`config.mk`:
```
export PLATFORM = sky130hd
export DESIGN_NAME = alu_uart_interface
export DESIGN_NICKNAME = d
export VERILOG_FILES = /design/src/rtl/alu_uart_interface.sv
export SDC_FILE = /design/constraint.sdc
export NUM_CORES = 1
export LEC_CHECK = 0
export ABC_AREA = 1
export CORE_MARGIN = 2
export CORE_UTILIZATION = 60
export DETAILED_ROUTE_END_ITERATION = 16
export DONT_BUFFER_PORTS = 1
export GPL_ROUTABILITY_DRIVEN = 1
export PLACE_DENSITY = 0.76
export SYNTH_ARGS = -nofsm -noshare
export SYNTH_HDL_FRONTEND = slang
export SYNTH_SLANG_ARGS = --single-unit
```
`constraint.sdc`:
```
create_clock -name i_clk -period 3.1 [get_ports i_clk]
set_input_delay 0.93 -clock i_clk [delete_from_list [all_inputs] [get_ports i_clk]]
set_output_delay 0.93 -clock i_clk [all_outputs]
set_load 0.005 [all_outputs]
```
`src/rtl/alu_uart_interface.sv`:
```
// Sequencer between UART rx/tx and the ALU: gathers A, B, opcode, returns result.
// Optional inter-byte timeout enabled by defining ALU_IF_TIMEOUT_EN.
module alu_uart_interface #(
  parameter int OPERAND_SIZE   = 8,
  parameter int OP_CODE_SIZE   = 6,
  parameter int TIMEOUT_CYCLES = 1000000
) (
  input  logic                    i_clk,
  input  logic                    i_reset,
  input  logic [OPERAND_SIZE-1:0] i_rx_data,
  input  logic                    i_rx_done,
  input  logic                    i_tx_done,
  input  logic [OPERAND_SIZE-1:0] i_resultado,
  output logic [OPERAND_SIZE-1:0] o_dato_a,
  output logic [OPERAND_SIZE-1:0] o_dato_b,
  output logic [OP_CODE_SIZE-1:0] o_op_code,
  output logic [OPERAND_SIZE-1:0] o_tx_data,
  output logic                    o_tx_start,
  output logic                    o_busy,
  output logic                    o_drop
);

  typedef enum logic [2:0] {
    WAIT_A,
    WAIT_B,
    WAIT_OP,
    EXEC,
    WAIT_TX
  } state_t;

  state_t state, state_nx;
  logic   timeout;
  logic   ld_a, ld_b, ld_op, ld_res, drop_nx;

  if (TIMEOUT_CYCLES < 2) begin : g_bad_timeout
    $error("TIMEOUT_CYCLES must be at least 2");
  end

`ifdef ALU_IF_TIMEOUT_EN
  localparam int CNT_W = $clog2(TIMEOUT_CYCLES);

  logic [CNT_W-1:0] cnt;
  logic             collecting;

  assign collecting = (state == WAIT_B) || (state == WAIT_OP);
  // An arriving byte always beats the timeout on the same cycle
  assign timeout = collecting && !i_rx_done &&
                   (cnt == CNT_W'(TIMEOUT_CYCLES - 1));

  always_ff @(posedge i_clk or posedge i_reset) begin
    if (i_reset) begin
      cnt <= '0;
    end else if (i_rx_done || !collecting || timeout) begin
      cnt <= '0;
    end else begin
      cnt <= cnt + 1'b1;
    end
  end
`else
  assign timeout = 1'b0;
`endif

  always_ff @(posedge i_clk or posedge i_reset) begin
    if (i_reset) begin
      state <= WAIT_A;
    end else begin
      state <= state_nx;
    end
  end

  always_comb begin
    state_nx = state;
    unique case (state)
      WAIT_A: begin
        if (i_rx_done) state_nx = WAIT_B;
      end
      WAIT_B: begin
        if (i_rx_done)    state_nx = WAIT_OP;
        else if (timeout) state_nx = WAIT_A;
      end
      WAIT_OP: begin
        if (i_rx_done)    state_nx = EXEC;
        else if (timeout) state_nx = WAIT_A;
      end
      EXEC: begin
        state_nx = WAIT_TX;
      end
      WAIT_TX: begin
        if (i_tx_done) state_nx = WAIT_A;
      end
      default: begin
        state_nx = WAIT_A;
      end
    endcase
  end

  always_comb begin
    ld_a    = 1'b0;
    ld_b    = 1'b0;
    ld_op   = 1'b0;
    ld_res  = 1'b0;
    drop_nx = 1'b0;
    unique case (state)
      WAIT_A:  ld_a  = i_rx_done;
      WAIT_B:  ld_b  = i_rx_done;
      WAIT_OP: ld_op = i_rx_done;
      EXEC: begin
        ld_res  = 1'b1;
        drop_nx = i_rx_done;
      end
      WAIT_TX: drop_nx = i_rx_done;
      default: ;
    endcase
  end

  assign o_busy = (state == EXEC) || (state == WAIT_TX);

  // Operands persist after a command so the ALU output stays stable on tx
  always_ff @(posedge i_clk or posedge i_reset) begin
    if (i_reset) begin
      o_dato_a   <= '0;
      o_dato_b   <= '0;
      o_op_code  <= '0;
      o_tx_data  <= '0;
      o_tx_start <= 1'b0;
      o_drop     <= 1'b0;
    end else begin
      if (ld_a)   o_dato_a  <= i_rx_data;
      if (ld_b)   o_dato_b  <= i_rx_data;
      if (ld_op)  o_op_code <= i_rx_data[OP_CODE_SIZE-1:0];
      if (ld_res) o_tx_data <= i_resultado;
      o_tx_start <= ld_res;
      o_drop     <= drop_nx;
    end
  end

endmodule

```
Yosys cells after proc, flatten, opt, wreduce, memory -nomap -nowiden --
Cells that the tools add are included. Widths: inputs -> output; s select.
Storage, ports and cells: bits in registers 35, word-level logic and storage cells 29, input bits 20
Operators by class: equality and inequality tests 8, reduce and logical (&&, ||, !) cells 4, muxes and demuxes 10
Operator list (count):
- $pmux 3 s5 | 1
- $mux 3 | 4
- $ne 2x2->1 const B | 4
- $eq 3x2->1 const B | 2
- $mux 1 | 5
- $reduce_and 4->1 | 1
- $eq 3x1->1 const B | 1
- $eq 3x3->1 const B | 1
- $logic_not 3->1 | 1
- $reduce_or 2->1 | 1
- $logic_or 1x1->1 | 1

Depth between registers and ports, before layout --
Gate-level depths: netlist of the first run.
word-level depth 3, gate-level depth with buffers 7, gate-level depth less buffers 6

Worst setup path before layout of the first run --
No wires, ideal clock.
path kind flip-flop to output port, start reg state[2], end out o_busy, cell stages (with the launch flop) 5, arrival time 0.860 ns, setup slack 1.310 ns, path buffers 1, data required time 2.170 ns, cell sequence dfrtp_1 -> inv_1 -> nand3_1 -> buf_4 -> nand2_1
Between the ends: cells in the longest elaborated chain, start to end 2
Ends and longest elaborated chain:
- start, declared | line 31 | state_t state, state_nx;
- start signal, assigned | line 67 | state <= state_nx;
- $eq 3x2->1 or $eq 3x3->1 (tied branches) | line 116 | assign o_busy = (state == EXEC) || (state == WAIT_TX);
- $logic_or 1x1->1 * | line 116
- end, declared | line 19 | output logic o_busy,
Every way passes the cells marked *; elsewhere a longest branch is shown, timed or not.

Worst setup path in the final report of the first run --
Same ends and word-level chain as after synthesis.

==> impl_results.md, run 1 <==
* Max_cap viols at 0
* VDD IR-drop max at between 0.6 and 0.7 mV
* Yosys cell types at 16
* Switching pwr at about 0.64 mW
* Main synth FF type: dfrtp_1
* Hold Crit Class: primary input to asynchronous set/reset pin
* Pin count of the biggest net entering global routing at 22
* Final ANT Viol Nets at 0
* Post-synth top cells: nand2_1 (56), dfrtp_1 (35), o21ai_2 (21)
* Clock tree root driver cell: clkbuf_4
* Sw Ratio at 0.381
* Clk slew on worst S/H paths at ~0.1 ns
* CTS tree: yes
* Final instance area at between 1500 and 2000 um2
* Setup crit end kind: primary output
* DRC at 0
* Syn_nets at about 170
* I/O pin count at 53
* Setup tns final at 0 ns
* Hpwl dp at 1.94 mm
* Final Max Slew Viols at 0
* Clock Sinks at 35
* Crit path buf inv count at 1
* Unrepaired setup endpoints after global routing: false
* Async SR Flop Fraction at 1.00
* Quantity of gates resized following cts at 0
* Worst-Skew Late Latency at approximately 0.34 ns
* Leakage at just over 0.8 nW
* Setup Fix Bufs, Post-CTS at 0
* IO buf count at 0
* Hold WS at between 0.5 and 0.6 ns
* FMAX at 428 MHz
* Area grow syn2layout at 5.33%
* Die Span X at around 54 um
* Register share of total power at 0.499
* Row count at 17
* Startpoint types: flip-flop
* Status: finished clean
* Syn Inst Count at roughly 150
* Worst R2R Path Depth at 4
* DRT iter0 DRCs at 25
* Clock share of power at 0.200
* Synth top area cells: dfrtp_1 (59%), nand2_1 (14%), o21ai_2 (12%), inv_1 (3.3%), nand3_1 (2.4%)
* Synthesized area at approximately 1500 um2
* Tightest Pin Transition at approximately 0.56 ns
* Sequential area share after synthesis at 0.592
* Maximum root-to-sink buffer count at 2
* DIE AREA at between 2000 and 3000 um2
* Number of synthesized register bits at 35
* DR vias/cell at 5.28
* H-tree depth at 2
* Worst EP arrival at between 1 and 1.5 ns
* CP Data Required Time at 2.17 ns
* Vias in the first global route at 910
* Uppermost layer routed: met4
* Period utilization at 0.753
* Initial antenna violation count at 0
* Yosys top cell by area: dfrtp_1
* CP max stage delay at about 0.44 ns
* WL met3 at 209 um
* Fin. Hold Viols at 0
* Logic pwr share at 0.302
* GRT Total Usage at 0.221
* Starting Density at 0.650
* Crit Path Max Fanout at 12
* Cell Pwr Density at roughly 1100 nW/um2
* Hold buffers post-CTS at 0
* 1st-pass router iterations at 4
* EDFF count, synth at 0
* Placed cell area at between 1000 and 1500 um2
* Crit path kind: flip-flop to primary output
* Routed length per instance at roughly 14 um
* Worst-path cell chain: inv_1, nand3_1, nand2_1
* Cell internal pwr at ~1.0 mW
* Largest delay contributor family on the critical path: simple AND/OR/NAND/NOR gates
* Placer Congestion at approximately 0.69
* WL met2 at about 1.3 mm
* Nets at 170
* Wire length on met1 at around 980 um
* Yosys warns at 0
* Final min period at approximately 2.3 ns
* Reg2Reg Capture Point: o_op_code[5]
* First-pass GRT wire length at 4.26 mm
* R2r setup slk at ~1.6 ns
* Most common cell in the netlist: nand2_1
* Grt total ovfl at 0
* Core area at ~2300 um2
* Reg2reg start: state[0]
* Critical-path top delay cell: dfrtp_1
* Post-synth top area share at 0.592
* Num CTS Buffers at 5
* Final setup viols at 0
* WL final at 2.59 mm
* Clock Skew at 0.00307 ns
* Worst rel slew slack at 0.625
* ANT cells at 0
* Share of cells above drive strength 1 at 0.245
* Die height at around 54 um
* Syn Area/Cell at 10.1 um2
* Via count at approximately 950
## power by group through the flow
stage | Clock (mW) | Combinational [mW] | Sequential (mW)
6_report | 0.338 | 0.511 | 0.844
2_1_floorplan | 0 | 0.480 | 0.811
5_1_grt | 0.373 | 0.583 | 0.874
4_1_cts | 0.348 | 0.521 | 0.849
3_3_place_gp | 0 | 0.487 | 0.849
3_5_place_dp | 0 | 0.517 | 0.857
## registers in the layout, summed over array words and instances, names as in the netlist
name,count
o_dato_a,8
o_dato_b,8
o_drop,1
o_op_code,6
o_tx_data,8
o_tx_start,1
state,3
## per-layer routing
layer | track usage | vias up
met5 | 0 | -
met4 | 0.107 | 0
li1 | - | 464
met2 | 0.372 | 39
met3 | 0.103 | 7
met1 | 0.231 | 435
## cell usage in the layout (no fill, tap or decap), types with 3 or more instances in the layout
cell type,Yosys,layout
inv_1,13,13
clkbuf_4,0,5
nand2_1,56,56
o21ai_2,21,21
dfrtp_1,35,35
nand3_1,7,7
inv_2,3,3
## how the worst max path moves through the flow
stage | start | end | slack (ns) | depth (start not counted)
2_1_floorplan | state[2] | o_busy | 1.31 | 4
4_1_cts | state[2] | o_busy | 0.74 | 3
3_5_place_dp | state[2] | o_busy | 1.13 | 3
6_report | state[2] | o_busy | 0.77 | 3
3_3_place_gp | state[2] | o_busy | 1.17 | 3
5_1_grt | state[2] | o_busy | 0.64 | 3
## kinds of logic after synthesis
group / share of synthesized area
compound gates: 0.131
buf+inv: 0.0745
flops: 0.592
simple gates: 0.202
## metrics by stage
stage               utilization  power (mW)  std cells  setup slack [ns]
floorplan                     -        1.29        146              1.31
detailed placement        0.647        1.37        171              1.13
global placement          0.647        1.34        171              1.17
global route              0.684        1.83        179             0.639
finish                    0.684        1.69        179             0.765
CTS                       0.684        1.72        179             0.738
## worst register-to-register path: stages, from the launching register on
cell,delay (ns)
dfrtp_1,0.45
nor2_4,0.21
nand3_1,0.43
nand2_1,0.23
o21ai_2,0.07
## final cells by class
| cell class | instances | area (um2) |
|---|---|---|
| Clock buffer | 6 | 51.3 |
| Clock inverter | 2 | 35.0 |
| Fill cell | 186 | 718 |
| Inverter | 16 | 60.1 |
| Multi-Input combinational cell | 91 | 493 |
| Sequential cell | 35 | 876 |
| Tap cell | 28 | 35.0 |
| Timing Repair Buffer | 1 | 7.51 |
Note: power is estimated with default switching activity, not from simulation.
==> inputs of run 2 (changes only) <==
==> constraint.sdc (replaced) <==
create_clock -name i_clk -period 2.2 [get_ports i_clk]
set_input_delay 0.66 -clock i_clk [delete_from_list [all_inputs] [get_ports i_clk]]
set_output_delay 0.66 -clock i_clk [all_outputs]
set_load 0.005 [all_outputs]
==> run 2 against run 1 <==
  * Worst setup slack got worse by 0.47 ns
  * Cell count increased by 0.56%
  * Worst hold slack got worse by 0.28 ns
  * Flip-flop and latch count unchanged
  * Global-route usage increased by 0.37 points
  * Critical endpoint unchanged
  * Highest routed layer unchanged
==> impl_results.md, run 2 (synthesis gave the netlist of run 1 again) <==
* Worst rel slew slack at 0.637 (+0.0121)
* Crit path kind: flip-flop to primary output
* Top flop regs: o_dato_a (8), o_dato_b (8), o_tx_data (8)
* Quantity of gates resized following cts at 0 (unchanged)
* Origin of the worst setup path: state[2]
* GRT Total Usage at 0.224 (+0.00374)
* Nets at 171 (+0.59%)
* Tightest Pin Transition at 0.543 ns (-0.0181 ns)
* Worst EP arrival at 1.24 ns (-0.16 ns)
* Setup tns final at 0 ns (unchanged)
* I/O pin count at 53 (unchanged)
* DR vias/cell at 5.44 (+3.0%)
* Die Span X at 53.6 um (unchanged)
* R2r setup slk at 0.71 ns (-0.89 ns)
* Clk slew on worst S/H paths at 0.10 ns (about the same)
* Final setup viols at 0 (unchanged)
* Core area at 2280 um2 (unchanged)
* Unrepaired setup endpoints after global routing: false
* Die height at 53.6 um (unchanged)
* Final ANT Viol Nets at 0 (unchanged)
* Period utilization at 0.864
* Placed cell area at 1490 um2 (+1.4%)
* Row count at 17 (unchanged)
* CTS tree: yes
* Cell Pwr Density at 1480 nW/um2 (+36%)
* Clock Sinks at 35 (unchanged)
* Startpoint types: flip-flop
* Routed length per instance at 14.4 um (-0.52%)
* Place WS at 0.666 ns (-0.460 ns)
* Max_cap viols at 0 (unchanged)
* Status: finished clean
* IO buf count at 0 (unchanged)
* Initial antenna violation count at 0 (unchanged)
* H-tree depth at 2 (unchanged)
* Num CTS Buffers at 5 (unchanged)
* Setup Fix Bufs, Post-CTS at 0 (unchanged)
* Vias in the first global route at 936 (+2.9%)
* Placer Congestion at 0.708 (+3.4%)
* Final Max Slew Viols at 0 (unchanged)
* Final min period at 1.90 ns
* Maximum root-to-sink buffer count at 2 (unchanged)
* CP Data Required Time at 1.54 ns (-0.63 ns)
* Final instance area at 1560 um2 (+0.16%)
* Worst R2R Path Depth at 4 (unchanged)
* Clock tree root driver cell: clkbuf_4
* Reg2reg start: state[0]
* Reg2Reg Capture Point: o_op_code[3]
* Via count at 979 (+3.6%)
* Hold buffers post-CTS at 0 (unchanged)
* 1st-pass router iterations at 4 (unchanged)
* Clock Skew at 0.00652 ns (+0.00345 ns)
* Grt total ovfl at 0 (unchanged)
* FMAX at around 530 MHz
* First-pass GRT wire length at 4.37 mm (+2.6%)
* Fillers at 192 (+3.2%)
* Worst Slack Setup Final at 0.298 ns (-0.467 ns)
* DIE AREA at 2880 um2 (unchanged)
* Hpwl dp at 2.00 mm (+2.9%)
* Leakage at 0.823 nW (-0.10%)
* Met1 global-route usage at 0.260 (+0.0285)
* Worst Setup EP: o_busy
* DRT iter0 DRCs at 21 (-16%)
* M3 GR Usage at 0.0722 (-0.0306)
* Area grow syn2layout at 5.50%
* Worst-Skew Late Latency at 0.33 ns (about the same)
* Crit Path Max Fanout at 12 (unchanged)
* ANT cells at 0 (unchanged)
* Top Usage Layer GRT: met2
* Fin. Hold Viols at 0 (unchanged)
* Commonest cells after routing, fill and taps aside: nand2_1 (56), dfrtp_1 (35), o21ai_2 (21)
* Starting Density at 0.650 (unchanged)
* DRC at 0 (unchanged)
* Hold Crit Class: primary input to asynchronous set/reset pin
* Power, Total at 2.31 mW (+36%)
* Most common cell after layout, fill and taps aside: nand2_1
* VDD IR-drop max at 0.920 mV (+50%)
* Met2 Track Usage GR at 0.372 (unchanged)
* Share of cells above drive strength 1 at 0.243 (-0.00161)
* Setup crit end kind: primary output
* Pin count of the biggest net entering global routing at 25 (+14%)
* WL final at 2.59 mm (about the same)
## run 2: changes by cell type in the layout (fill, tap and decap cells not counted), sizes merged
cell / change
bufinv: -1
buf: +1
clkinv: -1
clkbuf: +2
## run 2: where the power goes
part	total [mW]	switching, mW	internal, mW
clock network	0.385	0.197	0.188
registers	1.20	0.254	0.942
logic	0.725	0.448	0.277
## run 2: per-stage QoR
stage,hold slack (ns),utilization,cells
2_1_floorplan,0.472,-,146
3_3_place_gp,0.489,0.655,172
3_5_place_dp,0.495,0.655,172
4_1_cts,0.233,0.686,180
5_1_grt,0.234,0.686,180
6_report,0.233,0.686,180
## run 2: final cells by class
| cell class | instances | area, um2 | area share |
|---|---|---|---|
| inverters | 16 | 60.1 | 0.0385 |
| well taps | 28 | 35.0 | 0.0225 |
| repair buffers | 2 | 27.5 | 0.0176 |
| flip-flops and latches | 35 | 876 | 0.561 |
| multi-input cells | 91 | 493 | 0.316 |
| clock buffers | 8 | 68.8 | 0.0441 |
## run 2: per-layer routing
| metal | vias to the layer above | routed length (um) |
|---|---|---|
| met5 | - | 0 |
| met4 | 0 | 53 |
| met3 | 7 | 186 |
| met2 | 39 | 1360 |
| met1 | 465 | 993 |
| li1 | 468 | - |
## run 2: worst min-delay path by stage
| stage | start | endpoint | slack, ns | depth (start not counted) |
|---|---|---|---|---|
| after detailed placement | o_tx_data[7] | o_tx_data[7] | 0.50 | 2 |
| after CTS | i_reset | o_dato_b[2] | 0.23 | 1 |
| after global routing | i_reset | o_dato_b[2] | 0.23 | 1 |
| after floorplan | o_tx_data[0] | o_tx_data[0] | 0.47 | 2 |
| after global placement | o_tx_data[1] | o_tx_data[1] | 0.49 | 2 |
| final | i_reset | o_dato_b[2] | 0.23 | 1 |
## run 2: critical path: stages, from the launching register on
cell and delay [ns]:
dfrtp_1 0.45, inv_1 0.11, nand3_1 0.08, buf_4 0.19
nand2_1 0.09
==> inputs of run 3 (changes only) <==
--- a/config.mk
+++ b/config.mk
@@ -12,6 +12,7 @@
 export DONT_BUFFER_PORTS = 1
 export GPL_ROUTABILITY_DRIVEN = 1
 export PLACE_DENSITY = 0.76
+export SLEW_MARGIN = 10
 export SYNTH_ARGS = -nofsm -noshare
 export SYNTH_HDL_FRONTEND = slang
 export SYNTH_SLANG_ARGS = --single-unit
==> results of run 3 <==
Final layout, timing and power as in run 2 (identical DEF).
